--- config.mk ---
export PLATFORM = sky130hd
export DESIGN_NAME = tpi_hs_port_flat
export DESIGN_NICKNAME = d
export VERILOG_FILES = /design/src/rtl/tpi_hs_port_if.sv /design/src/rtl/tpi_hs_port.sv /design/src/flat_wrapper.sv
export SDC_FILE = /design/constraint.sdc
export NUM_CORES = 1
export LEC_CHECK = 0
export ABC_AREA = 1
export CORE_ASPECT_RATIO = 2
export CORE_UTILIZATION = 49
export CTS_CLUSTER_DIAMETER = 40
export CTS_CLUSTER_SIZE = 10
export DETAILED_ROUTE_END_ITERATION = 6
export GPL_TIMING_DRIVEN = 0
export PLACE_DENSITY = 0.82
export SLEW_MARGIN = 40
export SYNTH_ARGS = -nofsm -noshare
export SYNTH_HDL_FRONTEND = slang
export SYNTH_SLANG_ARGS = --single-unit
--- constraint.sdc ---
create_clock -name clock -period 1.34 [get_ports clock]
set_input_delay 0.134 -clock clock [delete_from_list [all_inputs] [get_ports clock]]
set_output_delay 0.134 -clock clock [all_outputs]
set_load 0.01 [all_outputs]
--- src/rtl/tpi_hs_port_if.sv ---
// CPU bus, parallel ports and drive handshake signals of the tpi_hs_port block.
interface tpi_hs_port_if #(
  parameter int unsigned PA_W = 8,
  parameter int unsigned PB_W = 2,
  parameter int unsigned PC_W = 2
);
  logic            _cs;
  logic            _write;
  logic [2:0]      rs;
  logic [7:0]      data_in;
  logic [7:0]      data_out;
  logic            data_oe;
  logic [PA_W-1:0] pa_in;
  logic [PA_W-1:0] pa_out;
  logic [PA_W-1:0] pa_oe;
  logic [PB_W-1:0] pb_in;
  logic [PB_W-1:0] pb_out;
  logic [PB_W-1:0] pb_oe;
  logic [PC_W-1:0] pc_in;
  logic [PC_W-1:0] pc_out;
  logic [PC_W-1:0] pc_oe;
  logic            dav_n;
  logic            ack_n;
  logic            hs_busy;

  modport slave (
    input  _cs, _write, rs, data_in, pa_in, pb_in, pc_in, ack_n,
    output data_out, data_oe, pa_out, pa_oe, pb_out, pb_oe, pc_out, pc_oe,
           dav_n, hs_busy
  );

  modport master (
    output _cs, _write, rs, data_in, pa_in, pb_in, pc_in, ack_n,
    input  data_out, data_oe, pa_out, pa_oe, pb_out, pb_oe, pc_out, pc_oe,
           dav_n, hs_busy
  );
endinterface

--- src/rtl/tpi_hs_port.sv ---
// Triple parallel port with a DAV/ACK output handshake engine driving port A.
module tpi_hs_port #(
  parameter int unsigned PA_W = 8,
  parameter int unsigned PB_W = 2,
  parameter int unsigned PC_W = 2,
  parameter int unsigned TMO  = 255
) (
  input  logic               clock,
  input  logic               _reset,
  tpi_hs_port_if.slave       port_if
);

  localparam int unsigned REG_W  = 8;
  localparam int unsigned CNT_W  = 16;
  localparam int unsigned PC_LSB = REG_W - PC_W;
  localparam logic [REG_W-1:0] MASK_A = REG_W'((16'd1 << PA_W) - 16'd1);
  localparam logic [REG_W-1:0] MASK_B = REG_W'((16'd1 << PB_W) - 16'd1);
  localparam logic [REG_W-1:0] MASK_C = REG_W'(~((16'd1 << PC_LSB) - 16'd1));
  localparam logic [CNT_W-1:0] TMO_LOAD = CNT_W'(TMO - 1);

  typedef enum logic [1:0] {
    ST_IDLE    = 2'd0,
    ST_SETUP   = 2'd1,
    ST_WAIT_LO = 2'd2,
    ST_WAIT_HI = 2'd3
  } state_t;

  state_t           state_q, state_d;
  logic [CNT_W-1:0] cnt_q, cnt_d;

  logic             cs_prev_q;
  logic             ack_m_q, ack_s_q;

  logic [REG_W-1:0] pa_q, pa_d, pb_q, pb_d, pc_q, pc_d;
  logic [REG_W-1:0] ddra_q, ddra_d, ddrb_q, ddrb_d, ddrc_q, ddrc_d;
  logic             en_q, en_d, done_q, done_d, tmoerr_q, tmoerr_d;
  logic [REG_W-1:0] hsdata_q, hsdata_d;

  logic             dav_n_q, hs_busy_q;
  logic [REG_W-1:0] data_out_q;
  logic             data_oe_q;
  logic [PA_W-1:0]  pa_out_q, pa_oe_q;
  logic [PB_W-1:0]  pb_out_q, pb_oe_q;
  logic [PC_W-1:0]  pc_out_q, pc_oe_q;

  logic             access_c, wr_c, rd_c, busy_c, ovr_c, hs_start_c;
  logic             set_done_c, set_tmo_c;
  logic [REG_W-1:0] pin_a_c, pin_b_c, pin_c_c, read_c;

  // Access strobe: first clock of each _cs assertion.
  always_comb begin
    access_c   = 1'b0;
    access_c   = cs_prev_q && !port_if._cs;
    wr_c       = access_c && !port_if._write;
    rd_c       = access_c && port_if._write;
    busy_c     = (state_q != ST_IDLE);
    ovr_c      = en_q && busy_c;
    hs_start_c = wr_c && (port_if.rs == 3'd7) && en_q && !busy_c;
  end

  // Handshake FSM next-state, timeout counter and sticky-flag set requests.
  always_comb begin
    state_d    = state_q;
    cnt_d      = cnt_q;
    set_done_c = 1'b0;
    set_tmo_c  = 1'b0;
    case (state_q)
      ST_IDLE: begin
        cnt_d = '0;
        if (hs_start_c) state_d = ST_SETUP;
      end
      ST_SETUP: begin
        state_d = ST_WAIT_LO;
        cnt_d   = TMO_LOAD;
      end
      ST_WAIT_LO: begin
        if (!ack_s_q) begin
          state_d = ST_WAIT_HI;
          cnt_d   = TMO_LOAD;
        end else if (cnt_q == '0) begin
          state_d   = ST_IDLE;
          set_tmo_c = 1'b1;
        end else begin
          cnt_d = cnt_q - CNT_W'(1);
        end
      end
      ST_WAIT_HI: begin
        if (ack_s_q) begin
          state_d    = ST_IDLE;
          cnt_d      = '0;
          set_done_c = 1'b1;
        end else if (cnt_q == '0) begin
          state_d   = ST_IDLE;
          set_tmo_c = 1'b1;
        end else begin
          cnt_d = cnt_q - CNT_W'(1);
        end
      end
      default: state_d = ST_IDLE;
    endcase
    // Clearing EN mid-transfer abandons it without touching the flags.
    if (busy_c && !en_q) begin
      state_d    = ST_IDLE;
      cnt_d      = '0;
      set_done_c = 1'b0;
      set_tmo_c  = 1'b0;
    end
  end

  // Register file write decode; FSM flag sets win over write-one-to-clear.
  always_comb begin
    pa_d     = pa_q;
    pb_d     = pb_q;
    pc_d     = pc_q;
    ddra_d   = ddra_q;
    ddrb_d   = ddrb_q;
    ddrc_d   = ddrc_q;
    en_d     = en_q;
    done_d   = done_q;
    tmoerr_d = tmoerr_q;
    hsdata_d = hsdata_q;
    if (wr_c) begin
      case (port_if.rs)
        3'd0: pa_d   = port_if.data_in & MASK_A;
        3'd1: pb_d   = port_if.data_in & MASK_B;
        3'd2: pc_d   = port_if.data_in & MASK_C;
        3'd3: ddra_d = port_if.data_in & MASK_A;
        3'd4: ddrb_d = port_if.data_in & MASK_B;
        3'd5: ddrc_d = port_if.data_in & MASK_C;
        3'd6: begin
          en_d = port_if.data_in[0];
          if (port_if.data_in[1]) done_d   = 1'b0;
          if (port_if.data_in[2]) tmoerr_d = 1'b0;
        end
        3'd7: if (!busy_c) hsdata_d = port_if.data_in;
        default: ;
      endcase
    end
    if (set_done_c) done_d   = 1'b1;
    if (set_tmo_c)  tmoerr_d = 1'b1;
  end

  // Read mux: pins for input bits, latch for output bits.
  always_comb begin
    pin_a_c = REG_W'(port_if.pa_in);
    pin_b_c = REG_W'(port_if.pb_in);
    pin_c_c = REG_W'(port_if.pc_in) << PC_LSB;
    read_c  = '0;
    case (port_if.rs)
      3'd0: read_c = (pin_a_c & ~ddra_q) | (pa_q & ddra_q);
      3'd1: read_c = (pin_b_c & ~ddrb_q) | (pb_q & ddrb_q);
      3'd2: read_c = (pin_c_c & ~ddrc_q) | (pc_q & ddrc_q);
      3'd3: read_c = ddra_q;
      3'd4: read_c = ddrb_q;
      3'd5: read_c = ddrc_q;
      3'd6: read_c = {busy_c, 4'b0000, tmoerr_q, done_q, en_q};
      3'd7: read_c = (en_q && !busy_c) ? pin_a_c : hsdata_q;
      default: ;
    endcase
  end

  // State, registers, synchroniser and registered outputs.
  always_ff @(posedge clock or negedge _reset) begin
    if (!_reset) begin
      state_q    <= ST_IDLE;
      cnt_q      <= '0;
      cs_prev_q  <= 1'b1;
      ack_m_q    <= 1'b1;
      ack_s_q    <= 1'b1;
      pa_q       <= '0;
      pb_q       <= '0;
      pc_q       <= '0;
      ddra_q     <= '0;
      ddrb_q     <= '0;
      ddrc_q     <= '0;
      en_q       <= 1'b0;
      done_q     <= 1'b0;
      tmoerr_q   <= 1'b0;
      hsdata_q   <= '0;
      dav_n_q    <= 1'b1;
      hs_busy_q  <= 1'b0;
      data_out_q <= '0;
      data_oe_q  <= 1'b0;
      pa_out_q   <= '0;
      pa_oe_q    <= '0;
      pb_out_q   <= '0;
      pb_oe_q    <= '0;
      pc_out_q   <= '0;
      pc_oe_q    <= '0;
    end else begin
      state_q    <= state_d;
      cnt_q      <= cnt_d;
      cs_prev_q  <= port_if._cs;
      ack_m_q    <= port_if.ack_n;
      ack_s_q    <= ack_m_q;
      pa_q       <= pa_d;
      pb_q       <= pb_d;
      pc_q       <= pc_d;
      ddra_q     <= ddra_d;
      ddrb_q     <= ddrb_d;
      ddrc_q     <= ddrc_d;
      en_q       <= en_d;
      done_q     <= done_d;
      tmoerr_q   <= tmoerr_d;
      hsdata_q   <= hsdata_d;
      dav_n_q    <= (state_d != ST_WAIT_LO);
      hs_busy_q  <= (state_d != ST_IDLE);
      if (rd_c) data_out_q <= read_c;
      if (rd_c)             data_oe_q <= 1'b1;
      else if (port_if._cs) data_oe_q <= 1'b0;
      pa_out_q   <= ovr_c ? hsdata_q[PA_W-1:0] : pa_q[PA_W-1:0];
      pa_oe_q    <= ovr_c ? {PA_W{1'b1}} : ddra_q[PA_W-1:0];
      pb_out_q   <= pb_q[PB_W-1:0];
      pb_oe_q    <= ddrb_q[PB_W-1:0];
      pc_out_q   <= pc_q[REG_W-1:PC_LSB];
      pc_oe_q    <= ddrc_q[REG_W-1:PC_LSB];
    end
  end

  assign port_if.data_out = data_out_q;
  assign port_if.data_oe  = data_oe_q;
  assign port_if.pa_out   = pa_out_q;
  assign port_if.pa_oe    = pa_oe_q;
  assign port_if.pb_out   = pb_out_q;
  assign port_if.pb_oe    = pb_oe_q;
  assign port_if.pc_out   = pc_out_q;
  assign port_if.pc_oe    = pc_oe_q;
  assign port_if.dav_n    = dav_n_q;
  assign port_if.hs_busy  = hs_busy_q;

endmodule
--- src/flat_wrapper.sv ---
// flat-port wrapper written by rule: the top's interface ports become plain ports
module tpi_hs_port_flat 
#(
  parameter int unsigned PA_W = 8,
  parameter int unsigned PB_W = 2,
  parameter int unsigned PC_W = 2,
  parameter int unsigned TMO  = 255
)
  (clock, _reset, port_if__cs, port_if__write, port_if_rs, port_if_data_in, port_if_pa_in, port_if_pb_in, port_if_pc_in, port_if_ack_n, port_if_data_out, port_if_data_oe, port_if_pa_out, port_if_pa_oe, port_if_pb_out, port_if_pb_oe, port_if_pc_out, port_if_pc_oe, port_if_dav_n, port_if_hs_busy);
  tpi_hs_port_if #(.PA_W(PA_W), .PB_W(PB_W), .PC_W(PC_W)) port_if_i ();
  input  logic clock;
  input  logic _reset;
  input wire logic [$bits(port_if_i._cs)-1:0] port_if__cs;
  input wire logic [$bits(port_if_i._write)-1:0] port_if__write;
  input wire logic [$bits(port_if_i.rs)-1:0] port_if_rs;
  input wire logic [$bits(port_if_i.data_in)-1:0] port_if_data_in;
  input wire logic [$bits(port_if_i.pa_in)-1:0] port_if_pa_in;
  input wire logic [$bits(port_if_i.pb_in)-1:0] port_if_pb_in;
  input wire logic [$bits(port_if_i.pc_in)-1:0] port_if_pc_in;
  input wire logic [$bits(port_if_i.ack_n)-1:0] port_if_ack_n;
  output wire logic [$bits(port_if_i.data_out)-1:0] port_if_data_out;
  output wire logic [$bits(port_if_i.data_oe)-1:0] port_if_data_oe;
  output wire logic [$bits(port_if_i.pa_out)-1:0] port_if_pa_out;
  output wire logic [$bits(port_if_i.pa_oe)-1:0] port_if_pa_oe;
  output wire logic [$bits(port_if_i.pb_out)-1:0] port_if_pb_out;
  output wire logic [$bits(port_if_i.pb_oe)-1:0] port_if_pb_oe;
  output wire logic [$bits(port_if_i.pc_out)-1:0] port_if_pc_out;
  output wire logic [$bits(port_if_i.pc_oe)-1:0] port_if_pc_oe;
  output wire logic [$bits(port_if_i.dav_n)-1:0] port_if_dav_n;
  output wire logic [$bits(port_if_i.hs_busy)-1:0] port_if_hs_busy;
  assign port_if_i._cs = port_if__cs;
  assign port_if_i._write = port_if__write;
  assign port_if_i.rs = port_if_rs;
  assign port_if_i.data_in = port_if_data_in;
  assign port_if_i.pa_in = port_if_pa_in;
  assign port_if_i.pb_in = port_if_pb_in;
  assign port_if_i.pc_in = port_if_pc_in;
  assign port_if_i.ack_n = port_if_ack_n;
  assign port_if_data_out = port_if_i.data_out;
  assign port_if_data_oe = port_if_i.data_oe;
  assign port_if_pa_out = port_if_i.pa_out;
  assign port_if_pa_oe = port_if_i.pa_oe;
  assign port_if_pb_out = port_if_i.pb_out;
  assign port_if_pb_oe = port_if_i.pb_oe;
  assign port_if_pc_out = port_if_i.pc_out;
  assign port_if_pc_oe = port_if_i.pc_oe;
  assign port_if_dav_n = port_if_i.dav_n;
  assign port_if_hs_busy = port_if_i.hs_busy;
  tpi_hs_port #(.PA_W(PA_W), .PB_W(PB_W), .PC_W(PC_W), .TMO(TMO)) u_core (.clock(clock), ._reset(_reset), .port_if(port_if_i));
endmodule
**Word level (Yosys, flattened, before mapping)**

Cells that the tools add are included.

- Register bits: 91
- Input bits: 28
- Output and inout port bits: 35
- Logic and storage cells: 118

- Mux-type cells: 33
- Add/subtract/negate cells: 1
- Bitwise logic cells: 13
- Reduce and logical (&&, ||, !) cells: 35
- Eq/ne operators: 11

Operators with widths:

| kind | count |
|---|---|
| 16-bit 2-to-1 mux | 4 |
| 16-bit case mux with 4 select lines | 1 |
| 8-bit case mux with 8 select lines | 1 |
| 8-bit bitwise AND | 4 |
| 8-bit 2-to-1 mux | 3 |
| 8-bit bitwise OR | 3 |
| 2-bit nonzero test | 9 |
| 1-bit 2-to-1 mux | 17 |
| 16-bit zero test | 1 |
| 8-bit NOT | 2 |
| 16-bit by 1-bit subtractor with 16-bit output, second input constant | 1 |
| 2-bit AND reduction | 7 |
| 3-bit equality test, second input constant | 4 |
| 2-bit 2-to-1 mux | 5 |
| 1-bit logical AND | 9 |
| 3-bit AND reduction | 3 |
| 2-bit by 8-bit bitwise AND with 8-bit output | 1 |
| 2-bit NOT with 8-bit output | 1 |
| 2-bit case mux with 4 select lines | 1 |
| 3-bit by 2-bit equality test with 1-bit output, second input constant | 2 |
| 2-bit equality test, second input constant | 2 |
| 1-bit zero test | 4 |
| 3-bit by 1-bit equality test with 1-bit output, second input constant | 1 |
| 3-bit zero test | 1 |
| 6 further kinds | 6 |

**Longest topological paths before layout**

- Depth after elaboration: 10
- Mapped depth: 10
- Depth with buffers taken out: 9

**Least setup slack after synthesis**

No wires, ideal clock.

- Kind: register to register
- Start point: register u_core.cnt_q[0]
- End point: register u_core.cnt_q[3]
- Setup slack: -106 ps
- Library setup time: 123 ps
- Period minus slack after synthesis: 1446 ps
- Arrival: 1323 ps
- Path buffers: 1
- Data required time: 1217 ps
- Stages on the path, launching flop included: 9
- Path through: dfrtp_1 inv_1 ha_1 nand2_2 nor2_1 nand2_1 buf_2 nand3_1 a21oi_1

- Cells in the longest elaborated chain, start to end: 5
- Elaborated cells between the ends (all ways): 7
- Classes of those cells: 1 x add/sub; 5 x mux; 1 x reduce/logical

Ends and longest elaborated chain:

| element | line | source |
|---|---|---|
| start, declared | tpi_hs_port.sv:29 | `logic [CNT_W-1:0] cnt_q, cnt_d;` |
| start signal, assigned | tpi_hs_port.sv:192 | `cnt_q <= cnt_d;` |
| 16-bit by 1-bit subtractor with 16-bit output or 16-bit zero test (tied branches) | - |  |
| 16-bit 2-to-1 mux (*) | tpi_hs_port.sv:80, tpi_hs_port.sv:92 |  |
| 16-bit 2-to-1 mux (on tied branches) | tpi_hs_port.sv:88, tpi_hs_port.sv:77 |  |
| 16-bit case mux with 4 select lines (*) | tpi_hs_port.sv:67 | `case (state_q)` |
| 16-bit 2-to-1 mux (*) | tpi_hs_port.sv:102 | `if (busy_c && !en_q) begin` |
| via u_core.cnt_d[3] | tpi_hs_port.sv:29 |  |

The timed path passes the listed nets; every way through them passes the cells marked *.
A chain may end at the register's enable or synchronous reset.

**Worst setup path in the final report**

- Start point: register u_core.cnt_q[6]
- End point: register u_core.cnt_q[4]

- Cells in the longest elaborated chain, start to end: 5
- Elaborated cells between the ends (all ways): 6
- Classes of those cells: 5 x mux; 1 x reduce/logical

Ends and longest elaborated chain:

| element | line |
|---|---|
| 16-bit zero test (*) | tpi_hs_port.sv:80, tpi_hs_port.sv:92 |
| 16-bit 2-to-1 mux (*) | - |
| 16-bit 2-to-1 mux (on tied branches) | - |
| 16-bit case mux with 4 select lines (*) | - |
| 16-bit 2-to-1 mux (*) | - |
| via u_core.cnt_d[4] | tpi_hs_port.sv:29 |

Marks and branches as above.

==> impl_metrics.yaml <==
outcome:
  status: "complete, but fails checks"
  violations: "negative setup slack"
setup_path:
  path_delay_family: "simple AND/OR/NAND/NOR gates"
  worst-path-buf-inv: 0
  start_kind: "flop"
  r2r_setup_slack_ns: -0.28
  path_class: "flop to flop"
  cp.required_ns: 1.58
  timing.rr.start: "u_core.cnt_q[6]"
  cp-end-kind: "flop"
  critPathLaunch: "u_core.cnt_q[6]"
  crit_end: "u_core.cnt_q[4]"
  cp_max_fo: 4
  cpMaxStageDelayCell: "dfrtp_2"
  crit_path_max_incr_delay_ns: 0.47
  critPathArrivalTime_ns: 1.86
  r2r_end: "u_core.cnt_q[4]"
  cp.depth: 8
  ff2ff_path_depth: 8
  cp_cell_sequence: "nor2_4 > nand2_4 > nor2_4 > nand2_4 > nand2_2 > nand2_1 > nand2_1 > a21oi_2"
detailed_routing:
  ant_nets: 0
  route.detailed.drc: 0
  drt_iter0_markers: 409
  via_count: 4206
  avgViaCountPerCell: 5.79
  routedWlPerCell_um: 19.7
  drt_wl_total_um: 14300
  drtPass1Iterations: 6
timing:
  slew_viol_final: 0
  finalHoldViolations: 0
  grt_setup_unrepaired: "yes"
  fin_skew_ns: 0.00940
  tightestPinTransition_ns: 0.508
  finalCriticalPeriod_ns: 1.62
  layout_setup_ws_ns: -0.281
  fin_crit_sh_pct: 121
  max_clock_freq_mhz: 617
  tns_ns: -4.35
  finalSetupViolCount: 47
  relSlewSlack_pct: 65.9
yosys:
  netlist_instances: 523
  ys_seq_area_share_pct: 52.2
  synth.avg_cell_area_um2: 8.36
  yosysWarnings: 0
  syn_area_um2: 4370
  ys_ff_latch: 91
  postSynthNetCount: 552
  yosysUniqueCellTypes: 34
place:
  gp_congestion: 0.916
  placed_cells: 684
  portBuffers: 60
  place_worst_setup_slack_ns: -0.420
  hpwlAfterDp_um: 8720
cells_and_area:
  stdcell_count: 727
  nets: 651
  insertedDiodeCount: 0
  drive_gt1_share_pct: 31.6
  fill_cells: 598
  layout_commonest_cell: "nand2_1"
  area.growth.synth_to_final_pct: 41.3
  layout_common_cells: "126 x nand2_1, 77 x dfrtp_1, 50 x inv_1, 28 x dlygate4sd2_1, 25 x clkdlybuf4s50_1"
clock_network:
  cts.path.max_buffers: 2
  clkTransAtPathRegs_ns: 0.07
  cts_buffers: 9
  tritoncts: "built"
  clock_latency_ns: 0.35
  cts_root_buf: "clkbuf_16"
  h-tree-depth: 3
  clock_sinks: 91
floorplanning:
  core_um2: 8650
  dieArea_um2: 9320
  rows: 48
  die_w_um: 68.8
  io_pins: 63
  die_y_um: 136
  start_util_pct: 50.5
global_route:
  track_usage_pct: 28.5
  grt_antenna_before_repair: 0
  grt_pass1_wl_um: 19200
  grt_max_degree: 65
  grt_pass1_vias: 4027
  grt_remaining_overflow: 0
pwr:
  pwr_density_cell_nw_per_um2: 2190
  p_leak_nw: 3.10
  vdd_drop_max_uv: 1010
  total_power_mw: 13.5
run:
  maxCapViolCount: 0
hold_path:
  holdCritPathClass: "input pin to flop"
[worst min path at each step]
stage	cells past startpoint	startpoint	to
after floorplan	0	_reset	u_core.cnt_q[0]
after global placement	0	u_core.ack_m_q	u_core.ack_s_q
after detailed placement	1	_reset	u_core.port_if.pb_oe[0]
after CTS	4	port_if_rs[1]	u_core.ddrc_q[6]
after global routing	4	port_if_rs[1]	u_core.ddrc_q[7]
final	4	port_if_rs[1]	u_core.ddrc_q[6]
[cell type report]
cell class / count / area (µm²) / share of cell area [%]
flip-flops and latches: 91 / 2290 / 37.2
multi-input cells: 359 / 2210 / 35.9
repair buffers: 88 / 878 / 14.2
inverters: 63 / 255 / 4.13
clock buffers: 11 / 233 / 3.77
well taps: 100 / 125 / 2.03
plain buffers: 10 / 120 / 1.94
clock inverters: 5 / 55.1 / 0.891
[stage by stage]
step                      instance area, µm²  hold slack (ns)  utilization, %
after global routing                    6180            0.142            71.4
after floorplan                         4390           -0.162               -
after global placement                  5120            0.349            59.2
after CTS                               5640            0.142            65.2
after detailed placement                5140           0.0225            59.5
final                                   6180            0.134            71.4
[where the power goes]
| part | total [mW] | leakage (nW) | internal, mW | switching (mW) |
|---|---|---|---|---|
| registers | 4.01 | 1.16 | 3.43 | 0.580 |
| clock network | 2.48 | 0.136 | 1.44 | 1.04 |
| logic | 7.03 | 1.81 | 2.84 | 4.19 |
| total | 13.5 | 3.10 | 7.72 | 5.81 |
[cell families (layout without fill, tap and decap cells)]
family | after synthesis | in the layout | synth area share, %
AOI/OAI and AO/OA | 89 | 89 | 11.8
xor gates and xnor gates | 1 | 1 | 0.200
adders and majority gates | 1 | 1 | 0.286
buffers and inverters | 73 | 177 | 7.41
DFF | 91 | 91 | 52.2
and+or+nand+nor | 268 | 268 | 28.1
[worst min-delay path, delay by kind of cell]
kind | cells | cell delay (ns)
and+or+nand+nor | 2 | 0.12
AOI/OAI and AO/OA | 1 | 0.06
buffers and inverters | 1 | 0.13
[flip-flops by register name, indices dropped and copies added, names as in the netlist, 2 cells and up]
register,count
u_core.pb_q,2
u_core.pc_q,2
u_core.hsdata_q,8
u_core.port_if.pb_out,2
u_core.port_if.pb_oe,2
u_core.ddrc_q,2
u_core.pa_q,8
u_core.port_if.pa_out,8
u_core.state_q,2
u_core.port_if.pc_out,2
u_core.ddrb_q,2
u_core.port_if.pc_oe,2
u_core.ddra_q,8
u_core.port_if.data_out,8
u_core.port_if.pa_oe,8
u_core.cnt_q,16
[cells in the mapped netlist]
master      n  area (µm²)
o21ai_2    16         140
nor2_4      2        22.5
nand4_1     8        50.1
buf_4       1        7.51
nor4_4      1        21.3
nand2_4     3        33.8
inv_1      56         210
inv_2       5        18.8
dfstp_2     4         105
inv_4       2        12.5
o31ai_1     1        7.51
nand3_4     3        52.6
buf_6       5        56.3
ha_1        1        12.5
nand3_2     2        20.0
xnor2_1     1        8.76
nand3_1    32         160
buf_2       3        15.0
a21o_1      2        15.0
dfrtp_1    87        2180
o21ai_1    11        55.1
nor3_1      2        10.0
nand3b_1    3        22.5
a21oi_1    18        90.1
o21ai_0    38         190
nor2_2      1        6.26
or2_2       7        43.8
or2_1       1        6.26
nand2_2     1        6.26
clkbuf_1    1        3.75
nor2_1     47         176
nand2_1   154         578
a31oi_1     3        18.8
nor3_4      1        16.3
[layer usage]
| metal | share of wire (%) | track usage [%] | vias up |
|---|---|---|---|
| li1 | - | - | 1884 |
| met1 | 33 | 28.8 | 2037 |
| met2 | 55 | 50.4 | 211 |
| met3 | 6.0 | 5.05 | 74 |
| met4 | 6.7 | 19.3 | 0 |
| met5 | 0 | 0 | - |
[timing repair]
item                                    in CTS  in global routing
gates cloned                                 0                  2
resized for setup                           73                137
pin swaps                                    7                 33
hold endpoints to repair                    32                  0
setup buffers                               12                 12
hold buffers                                 1                  0
endpoints found under the setup margin      95                 77
Note: power is estimated with default switching activity, not from simulation.
